[src/rtl/ma_rw_stage.sv]
// ma_rw_stage: memory-access and register-writeback back end of the SimpleRisc
// pipeline. Holds the EX/MA and MA/RW latches, runs the data-memory
// request/ready handshake, drives the register-file write port and the
// forwarding taps, and stalls EX while a load/store waits on memory.
module ma_rw_stage #(
  parameter int CB_W      = 22,
  parameter int CB_ISST   = 0,
  parameter int CB_ISLD   = 1,
  parameter int CB_ISWB   = 6,
  parameter int CB_ISCALL = 8,
  parameter int RA_REG    = 15
) (
  input  logic            clk,
  input  logic            reset,
  input  logic            ex_valid,
  input  logic [31:0]     output_EX_PC,
  input  logic [31:0]     ALU_Result,
  input  logic [31:0]     EX_op2,
  input  logic [31:0]     output_EX_IR,
  input  logic [CB_W-1:0] output_EX_controlBus,
  output logic            stall_out,
  output logic            mem_req,
  output logic            mem_we,
  output logic [31:0]     mem_addr,
  output logic [31:0]     mem_wdata,
  input  logic            mem_ready,
  input  logic [31:0]     mem_rdata,
  output logic            rf_we,
  output logic [3:0]      rf_waddr,
  output logic [31:0]     rf_wdata,
  output logic            fwd_ma_valid,
  output logic [3:0]      fwd_ma_rd,
  output logic            fwd_ma_isld,
  output logic            fwd_rw_valid,
  output logic [3:0]      fwd_rw_rd,
  output logic [31:0]     fwd_rw_data,
  output logic [31:0]     retire_count
);

  typedef enum logic {MA_IDLE = 1'b0, MA_REQ = 1'b1} ma_state_t;

  ma_state_t       state_reg, state_next;

  // EX/MA latch
  logic            ma_valid_reg;
  logic [31:0]     ma_pc_reg;
  logic [31:0]     ma_alu_reg;
  logic [31:0]     ma_op2_reg;
  logic [31:0]     ma_ir_reg;
  logic [CB_W-1:0] ma_cb_reg;

  // MA/RW latch
  logic            rw_valid_reg;
  logic            rw_iswb_reg;
  logic [3:0]      rw_waddr_reg;
  logic [31:0]     rw_data_reg;
  logic [31:0]     retire_count_reg;

  logic            ex_is_mem;
  logic            ma_isld;
  logic            ma_iscall;
  logic [3:0]      ma_rd;
  logic [31:0]     ma_result;

  assign ex_is_mem = output_EX_controlBus[CB_ISLD] | output_EX_controlBus[CB_ISST];
  assign ma_isld   = ma_cb_reg[CB_ISLD];
  assign ma_iscall = ma_cb_reg[CB_ISCALL];
  // Calls write the return address register instead of the IR rd field.
  assign ma_rd     = ma_iscall ? 4'(RA_REG) : ma_ir_reg[25:22];
  assign ma_result = ma_isld   ? mem_rdata
                   : ma_iscall ? ma_pc_reg + 32'd4
                   : ma_alu_reg;

  // Next state, stall and memory-port outputs; the port is only driven in MA_REQ.
  always_comb begin
    state_next = state_reg;
    stall_out  = 1'b0;
    mem_req    = 1'b0;
    mem_we     = 1'b0;
    mem_addr   = 32'd0;
    mem_wdata  = 32'd0;
    if (state_reg == MA_REQ) begin
      stall_out = ~mem_ready;
      mem_req   = 1'b1;
      mem_we    = ma_cb_reg[CB_ISST];
      mem_addr  = ma_alu_reg;
      mem_wdata = ma_op2_reg;
    end
    if (!stall_out) begin
      // A bubble never issues a memory request whatever its control bits say.
      state_next = (ex_valid && ex_is_mem) ? MA_REQ : MA_IDLE;
    end
  end

  // State register, pipeline latches and retire counter.
  always_ff @(posedge clk or negedge reset) begin
    if (!reset) begin
      state_reg        <= MA_IDLE;
      ma_valid_reg     <= 1'b0;
      ma_pc_reg        <= 32'd0;
      ma_alu_reg       <= 32'd0;
      ma_op2_reg       <= 32'd0;
      ma_ir_reg        <= 32'd0;
      ma_cb_reg        <= '0;
      rw_valid_reg     <= 1'b0;
      rw_iswb_reg      <= 1'b0;
      rw_waddr_reg     <= 4'd0;
      rw_data_reg      <= 32'd0;
      retire_count_reg <= 32'd0;
    end else begin
      state_reg <= state_next;
      if (!stall_out) begin
        ma_valid_reg <= ex_valid;
        ma_pc_reg    <= output_EX_PC;
        ma_alu_reg   <= ALU_Result;
        ma_op2_reg   <= EX_op2;
        ma_ir_reg    <= output_EX_IR;
        ma_cb_reg    <= output_EX_controlBus;
        rw_valid_reg <= ma_valid_reg;
        rw_iswb_reg  <= ma_cb_reg[CB_ISWB];
        rw_waddr_reg <= ma_rd;
        rw_data_reg  <= ma_result;
      end else begin
        // Bubble into RW while MA waits so the instruction is written back once.
        rw_valid_reg <= 1'b0;
      end
      if (rw_valid_reg) begin
        retire_count_reg <= retire_count_reg + 32'd1;
      end
    end
  end

  assign rf_we        = rw_valid_reg & rw_iswb_reg;
  assign rf_waddr     = rw_waddr_reg;
  assign rf_wdata     = rw_data_reg;
  assign retire_count = retire_count_reg;

  // A load sitting in MA has no data yet; fwd_ma_isld tells upstream to interlock.
  assign fwd_ma_valid = ma_valid_reg & ma_cb_reg[CB_ISWB];
  assign fwd_ma_rd    = ma_rd;
  assign fwd_ma_isld  = ma_isld;

  assign fwd_rw_valid = rf_we;
  assign fwd_rw_rd    = rf_waddr;
  assign fwd_rw_data  = rf_wdata;

endmodule

[config.mk]
export PLATFORM = sky130hd
export DESIGN_NAME = ma_rw_stage
export DESIGN_NICKNAME = d
export VERILOG_FILES = /design/src/rtl/ma_rw_stage.sv
export SDC_FILE = /design/constraint.sdc
export NUM_CORES = 1
export LEC_CHECK = 0
export CAP_MARGIN = 15
export CORE_MARGIN = 2
export CORE_UTILIZATION = 39
export CTS_CLUSTER_SIZE = 20
export DETAILED_ROUTE_END_ITERATION = 6
export PLACE_DENSITY = 0.86
export SLEW_MARGIN = 15
export SYNTH_ARGS = -nofsm -noshare
export SYNTH_HDL_FRONTEND = slang
export SYNTH_SLANG_ARGS = --single-unit
[constraint.sdc]
create_clock -name clk -period 1.8 [get_ports clk]
set_clock_uncertainty 0.05 [all_clocks]
set_input_delay 0.45 -clock clk [delete_from_list [all_inputs] [get_ports clk]]
set_output_delay 0.45 -clock clk [all_outputs]
set_load 0.03 [all_outputs]
==> impl_results.md, run 1 <==
- Outcome: finished with violations
- Violated checks: negative setup slack
- Top-count cell post-synth: nand2_1
- Main synth FF type: dfrtp_1
- Number of nets with antenna violations after routing: 0
- Reg2Reg Depth: 7
- Slowest stage delay, CP: 0.45 ns
- Die Y: 153 um
- DIE AREA: ~24000 sq um
- PortBufs: 318
- Clock sink total: about 180
- Vias post-DR: 8217
- Worst Hold Class: flop to flop
- Critical-path top delay cell: dfrtp_2
- Wirelength, routed: 29100 um
- Final hold viol count: 0
- Layout cells sized above 1: 0.221
- Unrepaired setup endpoints after global routing: yes
- CP max FO: 9
- DR iter-0 viols: approximately 670
- Final Cell Area: 13200 sq um
- Die Wd: 153 um
- Clock slew at reported path FFs: around 0.070 ns
- Ys async rst share: 1.00
- Synthesized Nets: roughly 1200
- Final Slew Violations: 0
- Core ar.: 21800 sq um
- Global routing's busiest layer: met2
- Post-synth top area share: 0.507
- RePlAce Congestion: 0.948
- Largest net degree at the start of global routing: a little over 70
- Crit Path Category: flop to output pin
- Seq cells post-synth: ~180
- Nets: 1508
- Layout area overhead: 51.7%
- Max-cap viol count: 0
- Seq pwr share: 0.386
- Logic gate share of total power: 0.316
- Delay-heaviest family, CP: buffers and inverters
- Setup crit end kind: output pin
- Register area: 4410 sq um
- Slew HR: 0.687
- Leakage: 6.32 nW
- Worst Path Required: 1.30 ns
- Slew @ Worst Pin: 0.467 ns
- Total CTS buffers: 17
- Dpl cell area: 12200 sq um
- GR Util met2: 0.388
- Global-route wire length before repair: between 40000 and 50000 um
- Post-synth cell types: 44
- Sw Share: 0.364
- Crit path time final: 1.99 ns
- Fin util: 0.604
- Max Clk Rate: 502 MHz
- Routed length per instance: 18.0 um
- Setup Viol. Count Final: 64
- Number of global-route vias before repair: 8169
- Met1 Usage GRT: 0.324
- Overflow left after global routing: 0
- Max VDD drop: 0.490 mV
- Hpwl dp: 20700 um
- Worst Path Arrival: 1.49 ns
- Internal power: 8.05 mW
- Synth top area cells: dfrtp_1 51%, nand2_1 15%, and2_1 5.1%, buf_4 3.2%, xor2_1 2.9%
- Hold Slack: 0.411 ns
- Gr usage total: 0.240
- List of most frequent post-synthesis cells: 357 x nand2_1, 176 x dfrtp_1, 71 x and2_1
- PnR worst setup slack: -0.194 ns
- FILL cells: 1837
- Residual DRC: 0
- Skew-Pair Late Insertion Delay: about 0.43 ns
- Routed vias/inst: 5.09
- Synthesis Warnings: 0
- Router iterations before antenna repair: 5
- Mean post-synth cell area: slightly below 9 sq um
- Post-synthesis cell count: 1001
- Critical path cell sequence: buf_4, buf_16, nand2b_4, inv_6, buf_8
- WP buf/inv: 4
- Root Buffer: clkbuf_16
- Setup crit start kind: flop
- Clock Power Share: 0.298
- Global routing met3 resource utilization: 0.0405
- Antenna violations before repair: 1
- Fin crit share: 1.11
- Post-synth top area cell: dfrtp_1
- H-Tree Depth: 4
- Synth Cell Area: 8690 sq um
- WP depth: 5
- Initial core utilization: 0.398
- Row cnt: 54
- Post-synth EDFFs: 0
- Switch Pwr: 4.61 mW
- Maximum buffer depth of the clock tree: 2
- Area of the multi-input gates: 3960 sq um
- CTS tree: done
- Worst Hold Depth: 2
- Power Density: between 900 and 1000 nW/um^2
- Ports: 365
- Register area share after synthesis: 0.507
logic make-up after synthesis:
kind of cell               Yosys count  synth area share
xor gates and xnor gates            57            0.0574
and+or+nand+nor                    570             0.301
buffers and inverters              104            0.0613
muxes                                4           0.00475
AOI/OAI and AO/OA                   88            0.0661
adders and majority gates            2           0.00288
DFF                                176             0.507
layer usage:
| metal | part of all wire | up-vias |
|---|---|---|
| met5 | 0 | - |
| met4 | 0.033 | 0 |
| met3 | 0.049 | 66 |
| met2 | 0.48 | 318 |
| met1 | 0.44 | 3976 |
| li1 | - | 3857 |
worst paths after layout:
path                                 from  slack, ns         endpoint
max in group asynchronous           reset       0.58    ma_pc_reg[26]
max                             state_reg      -0.19        stall_out
max reg2reg                  ma_pc_reg[6]       0.01  fwd_rw_data[30]
min                        ma_op2_reg[19]       0.41   ma_op2_reg[19]
min in group asynchronous           reset       0.48   ma_alu_reg[25]
min reg2reg                ma_op2_reg[19]       0.41   ma_op2_reg[19]
stage by stage:
| step | setup TNS, ns | cells | power, mW | worst slack, ns |
|---|---|---|---|---|
| floorplan | 0 | 1001 | 7.16 | 0.00703 |
| global placement | -6.41 | 1564 | 8.88 | -0.114 |
| detailed placement | -9.85 | 1564 | 8.98 | -0.161 |
| CTS | -13.27 | 1605 | 12.6 | -0.248 |
| global route | -14.04 | 1614 | 13.2 | -0.248 |
| finish | -9.05 | 1614 | 12.7 | -0.194 |
cell usage in the layout (no fill, tap or decap), drive strengths merged, types with 29 or more instances in the layout:
cell type | Yosys | final
dfrtp | 176 | 176
a21oi | 35 | 35
and2 | 71 | 71
clkbuf | 57 | 31
buf | 40 | 150
dlygate4sd2 | 0 | 68
nor2 | 48 | 48
clkdlybuf4s50 | 0 | 138
nand2 | 357 | 357
xor2 | 29 | 29
power by group through the flow:
stage	Clock, mW	Combinational (mW)	Sequential (mW)
final	3.77	4.00	4.88
after global routing	4.02	4.25	4.94
after CTS	3.84	3.93	4.87
after detailed placement	0	4.04	4.95
after global placement	0	3.96	4.92
after floorplan	0	1.91	5.25
area by class of cell:
type                            instances  area share
Inverter                                7     0.00237
Clock buffer                           17      0.0323
Antenna cell                            1    0.000190
Clock inverter                         15      0.0128
Sequential cell                       176       0.335
Tap cell                              280      0.0266
Multi-Input combinational cell        722       0.301
Timing Repair Buffer                  396       0.290
tightest hold or removal path: cells and delay by family (launching register included):
kind / cells / cell delay (ns)
flip-flops: 1 / 0.34
AND/OR/NAND/NOR: 2 / 0.10
timing repair:
action,in CTS,in global routing
pin swaps,2,14
cloned,2,3
setup endpoints to repair,177,129
endpoints found under the hold margin,37,0
setup buffers,6,6
hold buffers,1,0
resized for setup,196,81
Note: power is estimated with default switching activity, not from simulation.
==> run 2, diff against run 1 <==
--- a/config.mk
+++ b/config.mk
@@ -6,6 +6,7 @@
 export NUM_CORES = 1
 export LEC_CHECK = 0
 export CAP_MARGIN = 15
+export CORE_ASPECT_RATIO = 0.7
 export CORE_MARGIN = 2
 export CORE_UTILIZATION = 39
 export CTS_CLUSTER_SIZE = 20
==> impl_results.md, run 2 (same netlist as run 1, synthesis figures left out) <==
- Outcome: finished with violations
- Violated checks: negative setup slack
- Initial core utilization: 0.399 (+0.000618)
- Antenna violations before repair: 0 (-1)
- Register area: 4420 sq um (about the same)
- PnR worst setup slack: -0.101 ns (+0.0922 ns)
- Fin crit share: 1.06 (-0.0512)
- Core ar.: 21800 sq um (-0.15%)
- Worst Hold Depth: 2 (unchanged)
- CTS tree: done
- Slew HR: 0.646 (-0.0406)
- Max VDD drop: 0.645 mV (+32%)
- Final Slew Violations: 0 (unchanged)
- Unrepaired setup endpoints after global routing: yes
- PortBufs: 318 (unchanged)
- Root Buffer: clkbuf_16
- Leakage: 6.43 nW (+1.6%)
- Dpl ws: -0.191 ns (-0.0301 ns)
- H-Tree Depth: 4 (unchanged)
- Layout area overhead: 55.2%
- Wirelength, routed: 29000 um (-0.25%)
- RePlAce Congestion: 0.945 (-0.37%)
- Skew-Pair Late Insertion Delay: 0.43 ns (about the same)
- Crit path time final: 1.90 ns (-0.0922 ns)
- Die Wd: 182 um (+19%)
- Reg2Reg Launch Point: ma_pc_reg[6]
- Reg-to-reg slack, setup: -0.07 ns (-0.08 ns)
- Worst Path Required: 1.30 ns (about the same)
- Setup Viol. Count Final: 74 (+16%)
- Nets: 1518 (+0.66%)
- Reg2reg end: fwd_rw_data[18]
- Setup crit start kind: flop
- Total CTS buffers: 17 (unchanged)
- Overflow left after global routing: 0 (unchanged)
- Number of global-route vias before repair: 8110 (-0.72%)
- Residual DRC: 0 (unchanged)
- Number of nets with antenna violations after routing: 0 (unchanged)
- Final hold viol count: 0 (unchanged)
- Routed vias/inst: 5.16 (+1.4%)
- Min-Delay Endpoint: ma_op2_reg[18]
- Worst Path Arrival: 1.40 ns (-0.09 ns)
- HP Start: ma_op2_reg[18]
- Slew @ Worst Pin: 0.531 ns (+0.0644 ns)
- Reg2Reg Depth: 8 (+1)
- Worst Hold Class: flop to flop
- Setup crit end kind: output pin
- Gr usage total: 0.242 (+0.00248)
- Router iterations before antenna repair: 5 (unchanged)
- Global-route wire length before repair: 44200 um (-0.92%)
- Largest net degree at the start of global routing: 53 (-25%)
- DIE AREA: 23500 sq um (about the same)
- Routed length per instance: 17.8 um (-0.93%)
- Diodes inserted: 0 (-1)
- Fin util: 0.619 (+0.0151)
- FILL cells: 1760 (-4.2%)
- Power Density: 941 nW/um^2 (-2.0%)
- Vias post-DR: 8385 (+2.0%)
- Maximum buffer depth of the clock tree: 2 (unchanged)
- Leading cell type in the layout, fill and taps excluded: nand2_1
- Ports: 365 (unchanged)
- Crit Path Category: flop to output pin
- Max-cap viol count: 0 (unchanged)
- Clock sink total: 176 (unchanged)
- Die Y: 129 um (-16%)
- CP max FO: 31 (+22)
- Layout cells sized above 1: 0.235 (+0.0147)
- Total power draw: 12.7 mW (+0.35%)
- Clock slew at reported path FFs: 0.07 ns (about the same)
- Max Clk Rate: 526 MHz (+4.9%)
- Hpwl dp: 21300 um (+2.7%)
- Most frequent cells in the layout: 357 x nand2_1, 166 x dfrtp_1, 138 x clkdlybuf4s50_1
- Area of the multi-input gates: 4090 sq um (+3.1%)
- Row cnt: 45 (-17%)
- DR iter-0 viols: 645 (-3.6%)
## run 2: layer usage
layer | vias up | global-route usage | routed length [um]
met5 | - | 0 | 0
met4 | 0 | 0.0655 | 558
met3 | 40 | 0.0535 | 2170
met2 | 352 | 0.397 | 13900
met1 | 4119 | 0.328 | 12400
li1 | 3874 | - | -
## run 2: area by class of cell
cell class / instances / area share
Sequential cell: 176 / 0.327
Multi-Input combinational cell: 721 / 0.303
Timing Repair Buffer: 407 / 0.298
Clock buffer: 18 / 0.0325
Tap cell: 282 / 0.0261
Clock inverter: 14 / 0.0110
Inverter: 7 / 0.00232
## run 2: timing repair
item / CTS / global route
buffers inserted: 5 / 12
endpoints found under the hold margin: 35 / 0
pin swaps: 5 / 24
gates resized for setup: 212 / 92
endpoints found under the setup margin: 185 / 122
hold buffers: 1 / 0
## run 2: power breakdown
| part | internal, mW | switching, mW | total [mW] |
|---|---|---|---|
| logic | 1.75 | 2.38 | 4.13 |
| clock network | 1.89 | 1.79 | 3.68 |
| registers | 4.42 | 0.473 | 4.89 |
| total | 8.06 | 4.64 | 12.7 |
## run 2: how the worst max path moves through the flow
stage	start	end	slack (ns)
6_report	state_reg	mem_wdata[7]	-0.10
5_1_grt	state_reg	mem_wdata[7]	-0.16
4_1_cts	state_reg	mem_addr[17]	-0.16
3_5_place_dp	mem_ready	fwd_rw_data[6]	-0.19
3_3_place_gp	mem_ready	fwd_rw_data[6]	-0.16
2_1_floorplan	retire_count[2]	retire_count[19]	0.007
## run 2: metrics by stage
| step | cell area (sq um) | cells | hold slack, ns | setup TNS (ns) |
|---|---|---|---|---|
| after floorplan | 8760 | 1001 | 0.104 | 0 |
| after global placement | 12400 | 1575 | 0.365 | -6.16 |
| after detailed placement | 12400 | 1575 | 0.367 | -8.59 |
| after CTS | 13200 | 1613 | 0.412 | -8.48 |
| after global routing | 13500 | 1625 | 0.433 | -9.63 |
| final | 13500 | 1625 | 0.408 | -4.49 |
## run 2: critical path: stages, from the launching register on
cell     delay [ns]
dfrtp_2        0.46
buf_12         0.18
and2_2         0.19
buf_6          0.14
==> run 3, diff against run 2 <==
--- a/config.mk
+++ b/config.mk
@@ -12,6 +12,7 @@
 export CTS_CLUSTER_SIZE = 20
 export DETAILED_ROUTE_END_ITERATION = 6
 export PLACE_DENSITY = 0.86
+export SETUP_SLACK_MARGIN = 0.4
 export SLEW_MARGIN = 15
 export SYNTH_ARGS = -nofsm -noshare
 export SYNTH_HDL_FRONTEND = slang
==> impl_results.md, run 3 (same netlist as run 1, synthesis figures left out) <==
- Crit path time final: 1.99 ns (+0.0914 ns)
- Router iterations before antenna repair: 5 (unchanged)
- Total CTS buffers: 17 (unchanged)
- Routed length per instance: 22.9 um (+28%)
- Slew HR: 0.701 (+0.0547)
- Number of nets with antenna violations after routing: 0 (unchanged)
- Fin util: 0.772 (+0.153)
- Unrepaired setup endpoints after global routing: yes
- Hold Slack: 0.422 ns (+0.0138 ns)
- Clock slew at reported path FFs: 0.08 ns (about the same)
- Residual DRC: 0 (unchanged)
- Root Buffer: clkbuf_16
- Max-cap viol count: 0 (unchanged)
- PortBufs: 318 (unchanged)
- Die Wd: 182 um (unchanged)
- Setup TNS: -13.00 ns (-8.51 ns)
- Seq pwr share: 0.340 (-0.045)
- Worst Hold Depth: 2 (unchanged)
- Crit Path Category: flop to output pin
- Setup crit start kind: flop
- Clock sink total: 176 (unchanged)
- Layout cells sized above 1: 0.520 (+0.284)
- Sw Share: 0.365 (-0.000600)
- Row cnt: 45 (unchanged)
- Wirelength, routed: 40200 um (+39%)
- Core ar.: 21800 sq um (unchanged)
- Antenna violations before repair: 1 (+1)
- Most frequent cells in the layout: 248 x nand2_1, 209 x buf_6, 140 x dfrtp_1
- Largest net degree at the start of global routing: 48 (-9.4%)
- Routed vias/inst: 5.43 (+5.3%)
- Violated checks: negative setup slack
- PnR worst setup slack: -0.193 ns (-0.0914 ns)
- Hpwl dp: 21300 um (about the same)
- Clock Power Share: 0.269 (-0.021)
- Internal power: 9.44 mW (+17%)
- Fin crit share: 1.11 (+0.0508)
- Power Density: 883 nW/um^2 (-6.1%)
- Vias post-DR: 9549 (+14%)
- Initial core utilization: 0.399 (unchanged)
- CTS tree: done
- Max VDD drop: 0.678 mV (+5.1%)
- Ports: 365 (unchanged)
- Switch Pwr: 5.42 mW (+17%)
- Global-route wire length before repair: 51200 um (+16%)
- Maximum buffer depth of the clock tree: 2 (unchanged)
- RePlAce Congestion: 0.933 (-1.3%)
- H-Tree Depth: 4 (unchanged)
- Slew @ Worst Pin: 0.449 ns (-0.0820 ns)
- Worst Path Required: 1.30 ns (about the same)
- Logic gate share of total power: 0.391 (+0.066)
- Number of global-route vias before repair: 8949 (+10%)
- Overflow left after global routing: 0 (unchanged)
- Max Clk Rate: 502 MHz (-4.6%)
- Die Y: 129 um (unchanged)
- DIE AREA: 23500 sq um (unchanged)
- Dpl ws: -0.319 ns (-0.128 ns)
- CP max FO: 6 (-81%)
- Setup Viol. Count Final: 100 (+35%)
- DR iter-0 viols: 819 (+27%)
- Dpl cells: 1564 (-0.70%)
- Setup crit end kind: output pin
- Skew-Pair Late Insertion Delay: 0.44 ns (about the same)
- Worst Hold Class: flop to flop
- Gr usage total: 0.284 (+0.0418)
- Nets: 1649 (+8.6%)
- Leakage: 7.87 nW (+22%)
- Layout area overhead: 93.5%
- Final hold viol count: 0 (unchanged)
- Worst Path Arrival: 1.49 ns (+0.09 ns)
- Reg2Reg Depth: 5 (-3)
- Leading cell type in the layout, fill and taps excluded: nand2_1
- Outcome: finished with violations
- Final Slew Violations: 0 (unchanged)
- Finished Layout Cells: 1757 (+8.1%)
run 3: power groups by stage:
| stage | Sequential (mW) | Combinational (mW) | Clock (mW) |
|---|---|---|---|
| 2_1_floorplan | 5.29 | 2.13 | 0 |
| 3_3_place_gp | 4.96 | 4.08 | 0 |
| 3_5_place_dp | 4.99 | 4.16 | 0 |
| 4_1_cts | 4.96 | 4.96 | 3.95 |
| 5_1_grt | 5.10 | 6.06 | 4.16 |
| 6_report | 5.05 | 5.82 | 3.99 |
run 3: timing repair:
item / in CTS / in global routing
hold endpoints to repair: 41 / 0
cloned: 14 / 22
setup endpoints to repair: 284 / 348
hold buffers: 1 / 0
setup buffers: 65 / 58
pin swaps: 129 / 71
gates resized for setup: 967 / 255
run 3: cell type report:
class | instances | area, sq um
clock buffer | 17 | 425
clock inverter | 15 | 195
antenna | 1 | 2.50
inverter | 7 | 36.3
fill | 1305 | 4960
sequential | 176 | 4450
tap | 282 | 353
multi-input combinational | 722 | 5130
timing repair buffer | 537 | 6240
run 3: worst paths after layout:
kind | endpoint | slack (ns) | startpoint
min | ma_op2_reg[3] | 0.42 | ma_op2_reg[3]
max reg2reg | fwd_rw_data[31] | -0.19 | ma_pc_reg[12]
min in group asynchronous | ma_op2_reg[31] | 0.49 | reset
max in group asynchronous | fwd_rw_data[1] | 0.61 | reset
max | mem_addr[0] | -0.19 | state_reg
min reg2reg | ma_op2_reg[3] | 0.42 | ma_op2_reg[3]
run 3: per-layer routing:
| metal | up-vias | GRT usage | routed length (um) |
|---|---|---|---|
| li1 | 4169 | - | - |
| met1 | 4767 | 0.381 | 16300 |
| met2 | 548 | 0.474 | 19700 |
| met3 | 65 | 0.0558 | 3390 |
| met4 | 0 | 0.0787 | 813 |
| met5 | - | 0 | 0 |
run 3: stage by stage:
| step | area, sq um | total power [mW] |
|---|---|---|
| after global routing | 16800 | 15.3 |
| after CTS | 15000 | 13.9 |
| after floorplan | 9250 | 7.43 |
| final | 16800 | 14.9 |
| after global placement | 12500 | 9.04 |
| after detailed placement | 12500 | 9.15 |
run 3: critical path, cell delays in order (launching register included):
cell and delay [ns]:
dfrtp_2 0.45, buf_12 0.17, buf_16 0.14, and2_4 0.16, buf_12 0.13
